**src/rtl/relu_backward_if.sv**
```systemverilog
// Sequencing and data bus of the relu_backward unit: run/running control,
// pass configuration, forward/gradient inputs and gated output.
interface relu_backward_if #(
   parameter int DATA_W = 32,
   parameter int ADDR_W = 10
);
   logic              running;
   logic              run;
   logic              mode;
   logic [ADDR_W:0]   length;
   logic [DATA_W-1:0] in0;
   logic [DATA_W-1:0] in1;
   logic [DATA_W-1:0] out0;
   logic              done;

   modport master (
      output running, run, mode, length, in0, in1,
      input  out0, done
   );

   modport slave (
      input  running, run, mode, length, in0, in1,
      output out0, done
   );
endinterface

```
**src/rtl/relu_backward.sv**
```systemverilog
// ReLU with derivative-mask capture (RECORD) and mask-gated gradient (REPLAY).
// Optional leaky slope on the non-positive path: define RELU_BACKWARD_LEAKY_EN.
module relu_backward #(
   parameter int DATA_W     = 32,
   parameter int DEPTH      = 1024,
   parameter int LEAK_SHIFT = 3
) (
   input  logic           clk,
   input  logic           rst,
   relu_backward_if.slave bus
);
   localparam int              ADDR_W  = $clog2(DEPTH);
   localparam logic [ADDR_W:0] DEPTH_L = (ADDR_W + 1)'(DEPTH);

   typedef enum logic [1:0] {
      IDLE   = 2'd0,
      ACTIVE = 2'd1,
      DONE   = 2'd2
   } state_t;

   if (LEAK_SHIFT < 0 || LEAK_SHIFT >= DATA_W) begin : g_bad_leak_shift
      $error("relu_backward: LEAK_SHIFT must lie in [0, DATA_W)");
   end

   state_t            state_q;
   logic [ADDR_W:0]   cnt_q;
   logic [ADDR_W:0]   len_q;
   logic              mode_q;
   logic              done_q;
   logic [DATA_W-1:0] out_q;
   logic [DEPTH-1:0]  mask_q;

   logic [ADDR_W:0]   len_d;
   logic [ADDR_W-1:0] idx;
   logic              pos_in0;
   logic              mask_bit;
   logic              last_sample;
   logic [DATA_W-1:0] rec_out;
   logic [DATA_W-1:0] rep_out;

   assign len_d       = (bus.length > DEPTH_L) ? DEPTH_L : bus.length;
   assign idx         = cnt_q[ADDR_W-1:0];
   // Zero and every negative value (including the most-negative) record 0.
   assign pos_in0     = ~bus.in0[DATA_W-1] & (|bus.in0);
   assign mask_bit    = mask_q[idx];
   assign last_sample = (cnt_q == len_q - 1'b1);

`ifdef RELU_BACKWARD_LEAKY_EN
   assign rec_out = pos_in0  ? bus.in0 : ($signed(bus.in0) >>> LEAK_SHIFT);
   assign rep_out = mask_bit ? bus.in1 : ($signed(bus.in1) >>> LEAK_SHIFT);
`else
   assign rec_out = pos_in0  ? bus.in0 : '0;
   assign rep_out = mask_bit ? bus.in1 : '0;
`endif

   always_ff @(posedge clk or negedge rst) begin
      if (!rst) begin
         state_q <= IDLE;
         cnt_q   <= '0;
         len_q   <= '0;
         mode_q  <= 1'b0;
         done_q  <= 1'b0;
         out_q   <= '0;
         mask_q  <= '0;
      end else if (bus.running) begin
         if (bus.run) begin
            // A run in any state (including ACTIVE) restarts the pass without processing a sample.
            mode_q  <= bus.mode;
            len_q   <= len_d;
            cnt_q   <= '0;
            done_q  <= (len_d == '0);
            state_q <= (len_d == '0) ? DONE : ACTIVE;
         end else if (state_q == ACTIVE) begin
            if (mode_q) begin
               out_q <= rep_out;
            end else begin
               out_q       <= rec_out;
               mask_q[idx] <= pos_in0;
            end
            cnt_q <= cnt_q + 1'b1;
            if (last_sample) begin
               state_q <= DONE;
               done_q  <= 1'b1;
            end
         end
      end
   end

   assign bus.out0 = out_q;
   assign bus.done = done_q;
endmodule

```
**src/flat_wrapper.sv**
```systemverilog
// flat-port wrapper written by rule: the top's interface ports become plain ports
module relu_backward_flat 
#(
   parameter int DATA_W     = 32,
   parameter int DEPTH      = 1024,
   parameter int LEAK_SHIFT = 3
)
  (clk, rst, bus_running, bus_run, bus_mode, bus_length, bus_in0, bus_in1, bus_out0, bus_done);
  relu_backward_if #(.DATA_W(DATA_W), .ADDR_W(($clog2(DEPTH)))) bus_i ();
  input  logic clk;
  input  logic rst;
  input wire logic [$bits(bus_i.running)-1:0] bus_running;
  input wire logic [$bits(bus_i.run)-1:0] bus_run;
  input wire logic [$bits(bus_i.mode)-1:0] bus_mode;
  input wire logic [$bits(bus_i.length)-1:0] bus_length;
  input wire logic [$bits(bus_i.in0)-1:0] bus_in0;
  input wire logic [$bits(bus_i.in1)-1:0] bus_in1;
  output wire logic [$bits(bus_i.out0)-1:0] bus_out0;
  output wire logic [$bits(bus_i.done)-1:0] bus_done;
  assign bus_i.running = bus_running;
  assign bus_i.run = bus_run;
  assign bus_i.mode = bus_mode;
  assign bus_i.length = bus_length;
  assign bus_i.in0 = bus_in0;
  assign bus_i.in1 = bus_in1;
  assign bus_out0 = bus_i.out0;
  assign bus_done = bus_i.done;
  relu_backward #(.DATA_W(DATA_W), .DEPTH(DEPTH), .LEAK_SHIFT(LEAK_SHIFT)) u_core (.clk(clk), .rst(rst), .bus(bus_i));
endmodule
```
**config.mk**
```make
export PLATFORM = sky130hd
export DESIGN_NAME = relu_backward_flat
export DESIGN_NICKNAME = d
export VERILOG_FILES = /design/src/rtl/relu_backward_if.sv /design/src/rtl/relu_backward.sv /design/src/flat_wrapper.sv
export SDC_FILE = /design/constraint.sdc
export NUM_CORES = 2
export LEC_CHECK = 0
export ABC_AREA = 1
export BUFFER_PORTS_ARGS = -buffer_cell sky130_fd_sc_hd__buf_2
export CAP_MARGIN = 30
export CORE_ASPECT_RATIO = 1.25
export CORE_UTILIZATION = 31
export CTS_CLUSTER_SIZE = 30
export DETAILED_ROUTE_END_ITERATION = 8
export PLACE_DENSITY = 0.5
export SLEW_MARGIN = 25
export SYNTH_ARGS = -nofsm -noshare
export SYNTH_HDL_FRONTEND = slang
export SYNTH_SLANG_ARGS = --single-unit
```
**constraint.sdc**
```tcl
create_clock -name clk -period 2.4 [get_ports clk]
set_clock_uncertainty 0.2 [all_clocks]
set_input_delay 0.12 -clock clk [delete_from_list [all_inputs] [get_ports clk]]
set_output_delay 0.12 -clock clk [all_outputs]
set_load 0.05 [all_outputs]
```
Word-level counts from Yosys, hierarchy flattened
Index checks and enable logic that the tools add are counted.
{ "word_totals": {"output_inout_bits": 33, "inputBits": 80, "register_bits": 1082, "elab_cells": 46} }
{ "classes": {"n_eq_ne": 2, "n_bitwise": 4, "mux": 18, "n_reduce_logical": 10, "add_sub_neg": 2, "order_cmp": 3} }
{ "ops": {"columns": ["operator", "count"], "rows": [
  ["bitwise mux 1024 bit", 1],
  ["2-to-1 mux 32 bit", 3],
  ["2-to-1 mux 11 bit", 3],
  ["OR reduction 32 bit", 1],
  ["adder 11 x 1 -> 11 bit, second input constant", 1],
  ["== test 11 bit", 1],
  ["greater-than comparator 11 bit, second input constant", 1],
  ["logical NOT 11 bit", 1],
  ["less-than comparator 10 x 11 -> 1 bit, second input constant", 1],
  ["subtractor 11 x 1 -> 11 bit, second input constant", 1],
  ["binary-select mux 1 bit (select 10 bit)", 1],
  ["demux 1 bit (select 10 bit)", 1],
  ["greater-or-equal comparator 10 x 1 -> 1 bit, second input constant", 1],
  ["2-to-1 mux 2 bit", 4],
  ["AND reduction 3 bit", 2],
  ["2-to-1 mux 1 bit", 5],
  ["AND reduction 2 bit", 2],
  ["AND reduction 4 bit", 1],
  ["nonzero test 2 bit", 2],
  ["inverter 1 bit", 3],
  ["== test 2 x 1 -> 1 bit, second input constant", 1],
  ["AND 1 bit", 1],
  ["logical AND 1 bit", 1]
]} }

Depth between registers and ports, before layout
{ "depth": {"ltp_word": 5, "depth_mapped": 22, "mapped_depth_nobuf": 17} }

Least setup slack after synthesis
Ideal clock, no wire load.
{ "synth_path": {"kind": "register to register", "start": "register u_core.cnt_q[0]", "end": "register u_core.mask_q[192]", "t_arrival_ps": 2239, "synth_period_minus_slack_ps": 2580, "stages_incl_launch_ff": 13, "setup_slack_ps": -180, "setup_time_ps": 141, "n_path_buf": 5, "required_ps": 2059, "cell_sequence": "dfrtp_1 > buf_4 > inv_4 > buf_6 > buf_2 > buf_2 > ha_1 > inv_1 > nor2_1 > nand2_1 > inv_2 > clkbuf_1 > a31oi_1"} }
{ "synth_via": {"elab_chain_cells": 5, "word_cells_on_any_way": 6, "cone_classes": "order compare (2); mux (3); reduce/logical (1)"} }
{ "synth_rtl": {"columns": ["item", "line_no", "text"], "rows": [
  ["start: declaration", "relu_backward.sv:26", "logic [ADDR_W:0] cnt_q;"],
  ["start signal: assignment", "relu_backward.sv:80", "cnt_q <= cnt_q + 1'b1;"],
  ["less-than comparator 10 x 11 -> 1 bit (not written as such) / greater-or-equal comparator 10 x 1 -> 1 bit (equally long branches)", "relu_backward.sv:78", "mask_q[idx] <= pos_in0;"],
  ["logical AND 1 bit (not written as such)", "relu_backward.sv:78", null],
  ["2-to-1 mux 1 bit (not written as such)", "relu_backward.sv:78", null],
  ["demux 1 bit (select 10 bit) (*)", null, null],
  ["bitwise mux 1024 bit (*)", "relu_backward.sv:78", null],
  ["end signal: indexed assignment", "relu_backward.sv:78", null],
  ["end: declaration", "relu_backward.sv:31", "logic [DEPTH-1:0] mask_q;"]
]} }
Mark *: on every way between the ends. The rest lies on a longest branch, timed or not.
A chain may end at the register's enable or synchronous reset.

Worst setup path after layout
{ "layout_path": {"start": "register u_core.cnt_q[0]", "end": "register u_core.out_q[15], in the netlist u_core.bus.out0[15]"} }
{ "layout_via": {"elab_chain_cells": 4} }
{ "layout_rtl": {"columns": ["item", "line_no", "text"], "rows": [
  ["binary-select mux 1 bit (select 10 bit)", "relu_backward.sv:45", "assign mask_bit = mask_q[idx];"],
  ["2-to-1 mux 1 bit (not written as such)", "relu_backward.sv:45", null],
  ["2-to-1 mux 32 bit", "relu_backward.sv:53", "assign rep_out = mask_bit ? bus.in1 : '0;"],
  ["2-to-1 mux 32 bit", "relu_backward.sv:74", "if (mode_q) begin"],
  ["end signal: assignment", "relu_backward.sv:75", "out_q <= rep_out;"],
  ["end signal: assignment", "relu_backward.sv:77", "out_q <= rec_out;"],
  ["end: declaration", "relu_backward.sv:30", "logic [DATA_W-1:0] out_q;"]
]} }
No other way between the ends. The select of a mux whose other input is x is not followed.

==> metrics.csv <==
stage;metric;value;unit
synthesis;post-synthesis adder-cell area fraction;0.112;%
synthesis;Post-Synth Simple-Gate Area;28.4;%
synthesis;Synth Register Bits;1081;
global_routing;antenna violations before repair;8;
worst_hold_path;Hold Startpoint;bus_run;
sta;worst slew pin tran;0.703;ns
global_routing;largest net degree at the start of global routing;83;
sta;slew margin rel.;53.1;%
finish;fillcell total;17900;
finish;layout cells sized above 1;16.4;%
place;Placer Congestion;0.869;
floorplanning;die area;182000;sq um
synthesis;count leader, synth;nor2_1;
power;Psw;13600;uW
worst_setup_path;Critical Path, Cell by Cell;buf_16, buf_12, inv_16, buf_16, buf_4, nand2_1, nand2_1, nand2_1, o21ai_1, nand2_1, nand2_1, nor2_1, nand2_1, nand2_1, nand2_1, o21ai_1, buf_4, nand2_2, nor2_4, nand2_8, buf_12, nand2_1, nand2_1;
floorplanning;Placement Rows;173;
sta;Achievable Freq;305;MHz
worst_setup_path;Crit Reg-Reg Startpoint;u_core.cnt_q[0]$_DFFE_PN0P_;
synthesis;post-synth cell types;36;
worst_setup_path;CP dominant cell by count;nand2_1;
power;Pint;33500;uW
place;IO buf count;112;
clock_network;Num CTS Buffers;130;
floorplanning;Ports;113;
routing;mean number of vias per cell;5.00;
worst_hold_path;WHS Endpoint;u_core.bus.done$_DFFE_PN0P_;
routing;Detailed Routing Iterations Pass 1;7;
worst_setup_path;Worst EP arrival;3.75;ns
finish;design area;73700;sq um
power;total power;47000;uW
worst_setup_path;FF-to-FF setup slack;-0.88;ns
place;Post-DP Area;64200;sq um
synthesis;Yosys top cell area share;48.5;%
worst_setup_path;Reg-to-Reg End;u_core.bus.out0[15]$_DFFE_PN0P_;
floorplanning;Starting Density;31.3;%
worst_setup_path;Worst path slowest cell;dfrtp_4;
power;PwrDens;638;nW/um^2
global_routing;first-pass GRT wire length;328;mm
sta;Final Worst Setup Slack;-0.880;ns
worst_hold_path;hold path cells;5;
power;clock share of power;44.0;%
worst_setup_path;Worst path max stage delay;0.48;ns
global_routing;total global-route track usage;23.3;%
floorplanning;core footprint;178000;sq um
global_routing;number of global-route vias before repair;52687;
sta;Slew Limit Fails;0;
power;Max rail drop VDD;776;uV
job;max-cap violations;0;
sta;crit path time final;3.28;ns
worst_setup_path;CP Data Required Time;2.87;ns
routing;initial detailed-routing violation count;5008;
synthesis;Synth Instances;7766;
power;Net Sw Frac;28.8;%
global_routing;total grt overflow;0;
finish;synth-to-layout area growth;32.0;%
clock_network;Skew-Pair Late Insertion Delay;0.81;ns
place;detailed placement HPWL;133;mm
routing;via count;54197;
clock_network;Max Root-Sink Buffers;3;
power;share of total power in combinational logic;16.4;%
synthesis;synth top area cells;dfrtp_1, nor2_1, nand2_1;
worst_setup_path;crit path launch type;flip-flop;
routing;DRT antenna net count;0;
synthesis;cell accounting for the most synthesized area;dfrtp_1;
floorplanning;Die H;476;microns
sta;RSZ-0062 raised after global routing;yes;
synthesis;prevailing post-synth register cell;dfrtp_1;
clock_network;CTS clk-pin slew, worst paths;0.06;ns
synthesis;Syn. warnings;0;
synthesis;Seq/Total Area, Yosys;48.5;%
worst_hold_path;Hold WC Path Type;primary input to flip-flop;
clock_network;CTS tree;done;
worst_setup_path;Setup CP Type;flip-flop to flip-flop;
sta;crit share post-route;137;%
clock_network;TritonCTS Sinks;1081;
routing;Avg WL per Cell;20.6;microns
synthesis;Mean Syn Cell Area;7.19;sq um
synthesis;most instantiated cells after synthesis;nor2_1, nand2_1, dfrtp_1;
worst_setup_path;CP Capture Type;flip-flop;
routing;Routed WL;223;mm
worst_setup_path;Worst R2R Path Depth;23;
synthesis;ys async rst share;100;%
synthesis;Compound-Gate Fraction of Synth Area;13.7;%
worst_setup_path;Max FO, Critical Path;8;
synthesis;Syn Nets;7851;
power;Reg power frac;39.6;%
synthesis;mux cell area share after synthesis;1.51;%
routing;Residual DRC;0;
floorplanning;die width;382;microns
status;status;complete, but fails checks;
clock_network;Clock Tree Root;clkbuf_16;
synthesis;Post-synth EDFFs;0;
synthesis;Mapped Area;55800;sq um
clock_network;H-tree depth;4;
status;failing checks;setup timing;
power;Leak;0.0348;uW
finish;nets@finish;8457;
synthesis;xor and xnor area share after synthesis;0.251;%
sta;Fin. Hold Viols;0;
sta;final setup vio count;1031;
synthesis;largest family of logic cells by synthesized area;simple AND/OR/NAND/NOR gates;
-- cell families after synthesis --
kind of cell             Yosys count
AND/OR/NAND/NOR                 4114
XOR/XNOR                          16
AO/OA/AOI/OAI                   1453
multiplexers                      84
adder cells (fa/ha/maj)            5
flip-flops                      1081
buffers and inverters           1013
-- sequential cells by signal, indices dropped and copies added, names as in the netlist --
signal	cells
u_core.mask_q	1024
u_core.bus.out0	32
u_core.cnt_q	11
u_core.len_q	11
u_core.bus.done	1
u_core.mode_q	1
u_core.state_q	1
-- layout by cell type, fill, tap and decap left out, types with 84 or more instances in the layout --
cell / instances
buf_2: 111
o21ai_0: 296
nor2_1: 1762
a21oi_1: 835
nor2_4: 89
buf_12: 194
mux2i_1: 84
dfrtp_1: 1078
nor2_2: 135
dlygate4sd3_1: 181
a31oi_1: 187
buf_4: 451
nand3_1: 242
inv_1: 429
clkbuf_16: 153
nand2_1: 1786
-- power by group through the flow --
stage	Clock, uW	Sequential (uW)	Combinational (uW)
after detailed placement	0	18900	6220
after global placement	0	18900	6230
after CTS	21100	18600	7430
final	20700	18600	7710
after global routing	21800	18600	8310
after floorplan	0	19500	3050
-- metal layers --
metal  vias to the layer above  GRT usage [%]  part of all wire, %
met5                         -              0                    0
met4                         0           8.89                  3.8
met3                       439           3.04                  5.1
met2                      1696           39.1                   49
met1                     26129           30.4                   43
li1                      25933              -                    -
-- how the worst max path moves through the flow --
| stage | slack [ns] | to | cells past startpoint | from |
|---|---|---|---|---|
| 2_1_floorplan | 0.0007 | u_core.bus.out0[10]$_DFFE_PN0P_ | 22 | u_core.cnt_q[0]$_DFFE_PN0P_ |
| 3_3_place_gp | -0.93 | u_core.bus.out0[10]$_DFFE_PN0P_ | 19 | u_core.cnt_q[0]$_DFFE_PN0P_ |
| 3_5_place_dp | -0.92 | u_core.bus.out0[1]$_DFFE_PN0P_ | 21 | u_core.cnt_q[0]$_DFFE_PN0P_ |
| 4_1_cts | -0.76 | u_core.bus.out0[1]$_DFFE_PN0P_ | 21 | u_core.cnt_q[0]$_DFFE_PN0P_ |
| 5_1_grt | -1.01 | u_core.bus.out0[15]$_DFFE_PN0P_ | 23 | u_core.cnt_q[0]$_DFFE_PN0P_ |
| 6_report | -0.88 | u_core.bus.out0[15]$_DFFE_PN0P_ | 23 | u_core.cnt_q[0]$_DFFE_PN0P_ |
-- critical path: cells and delay by family, from the launching register on --
family | cells | cell delay, ns
buffers and inverters | 7 | 1.07
AOI/OAI and AO/OA | 2 | 0.20
DFF | 1 | 0.48
and+or+nand+nor | 14 | 1.15
-- cell type report --
class	instances	area, sq um	area share, %
multi-input cells	5672	25900	35.2
clock buffers	183	3760	5.11
repair buffers	1024	11400	15.5
diodes	8	20.0	0.0272
clock inverters	46	662	0.898
well taps	2362	2960	4.01
flip-flops and latches	1081	27100	36.7
repair inverters	4	76.3	0.104
inverters	459	1800	2.45
-- per-stage QoR --
step / utilization, % / TNS, ns / hold WS [ns] / std cells / worst slack (ns)
after floorplan: - / 0 / -0.376 / 7766 / 0.000680
after global routing: 41.3 / -331.34 / 0.0971 / 10837 / -1.01
after global placement: 36.0 / -416.92 / -0.0779 / 10332 / -0.933
final: 41.3 / -244.77 / 0.0733 / 10839 / -0.880
after detailed placement: 36.0 / -441.73 / -0.0754 / 10332 / -0.919
after CTS: 40.2 / -249.48 / 0.00548 / 10783 / -0.759
-- timing repair --
item | in CTS | in global routing
cloned | 23 | 28
hold buffers | 182 | 0
buffers inserted | 18 | 20
pin swaps | 41 | 21
endpoints found under the hold margin | 1222 | 0
setup endpoints to repair | 1056 | 1061
resized for setup | 174 | 328
No activity file was read; power rests on OpenSTA's default activity.
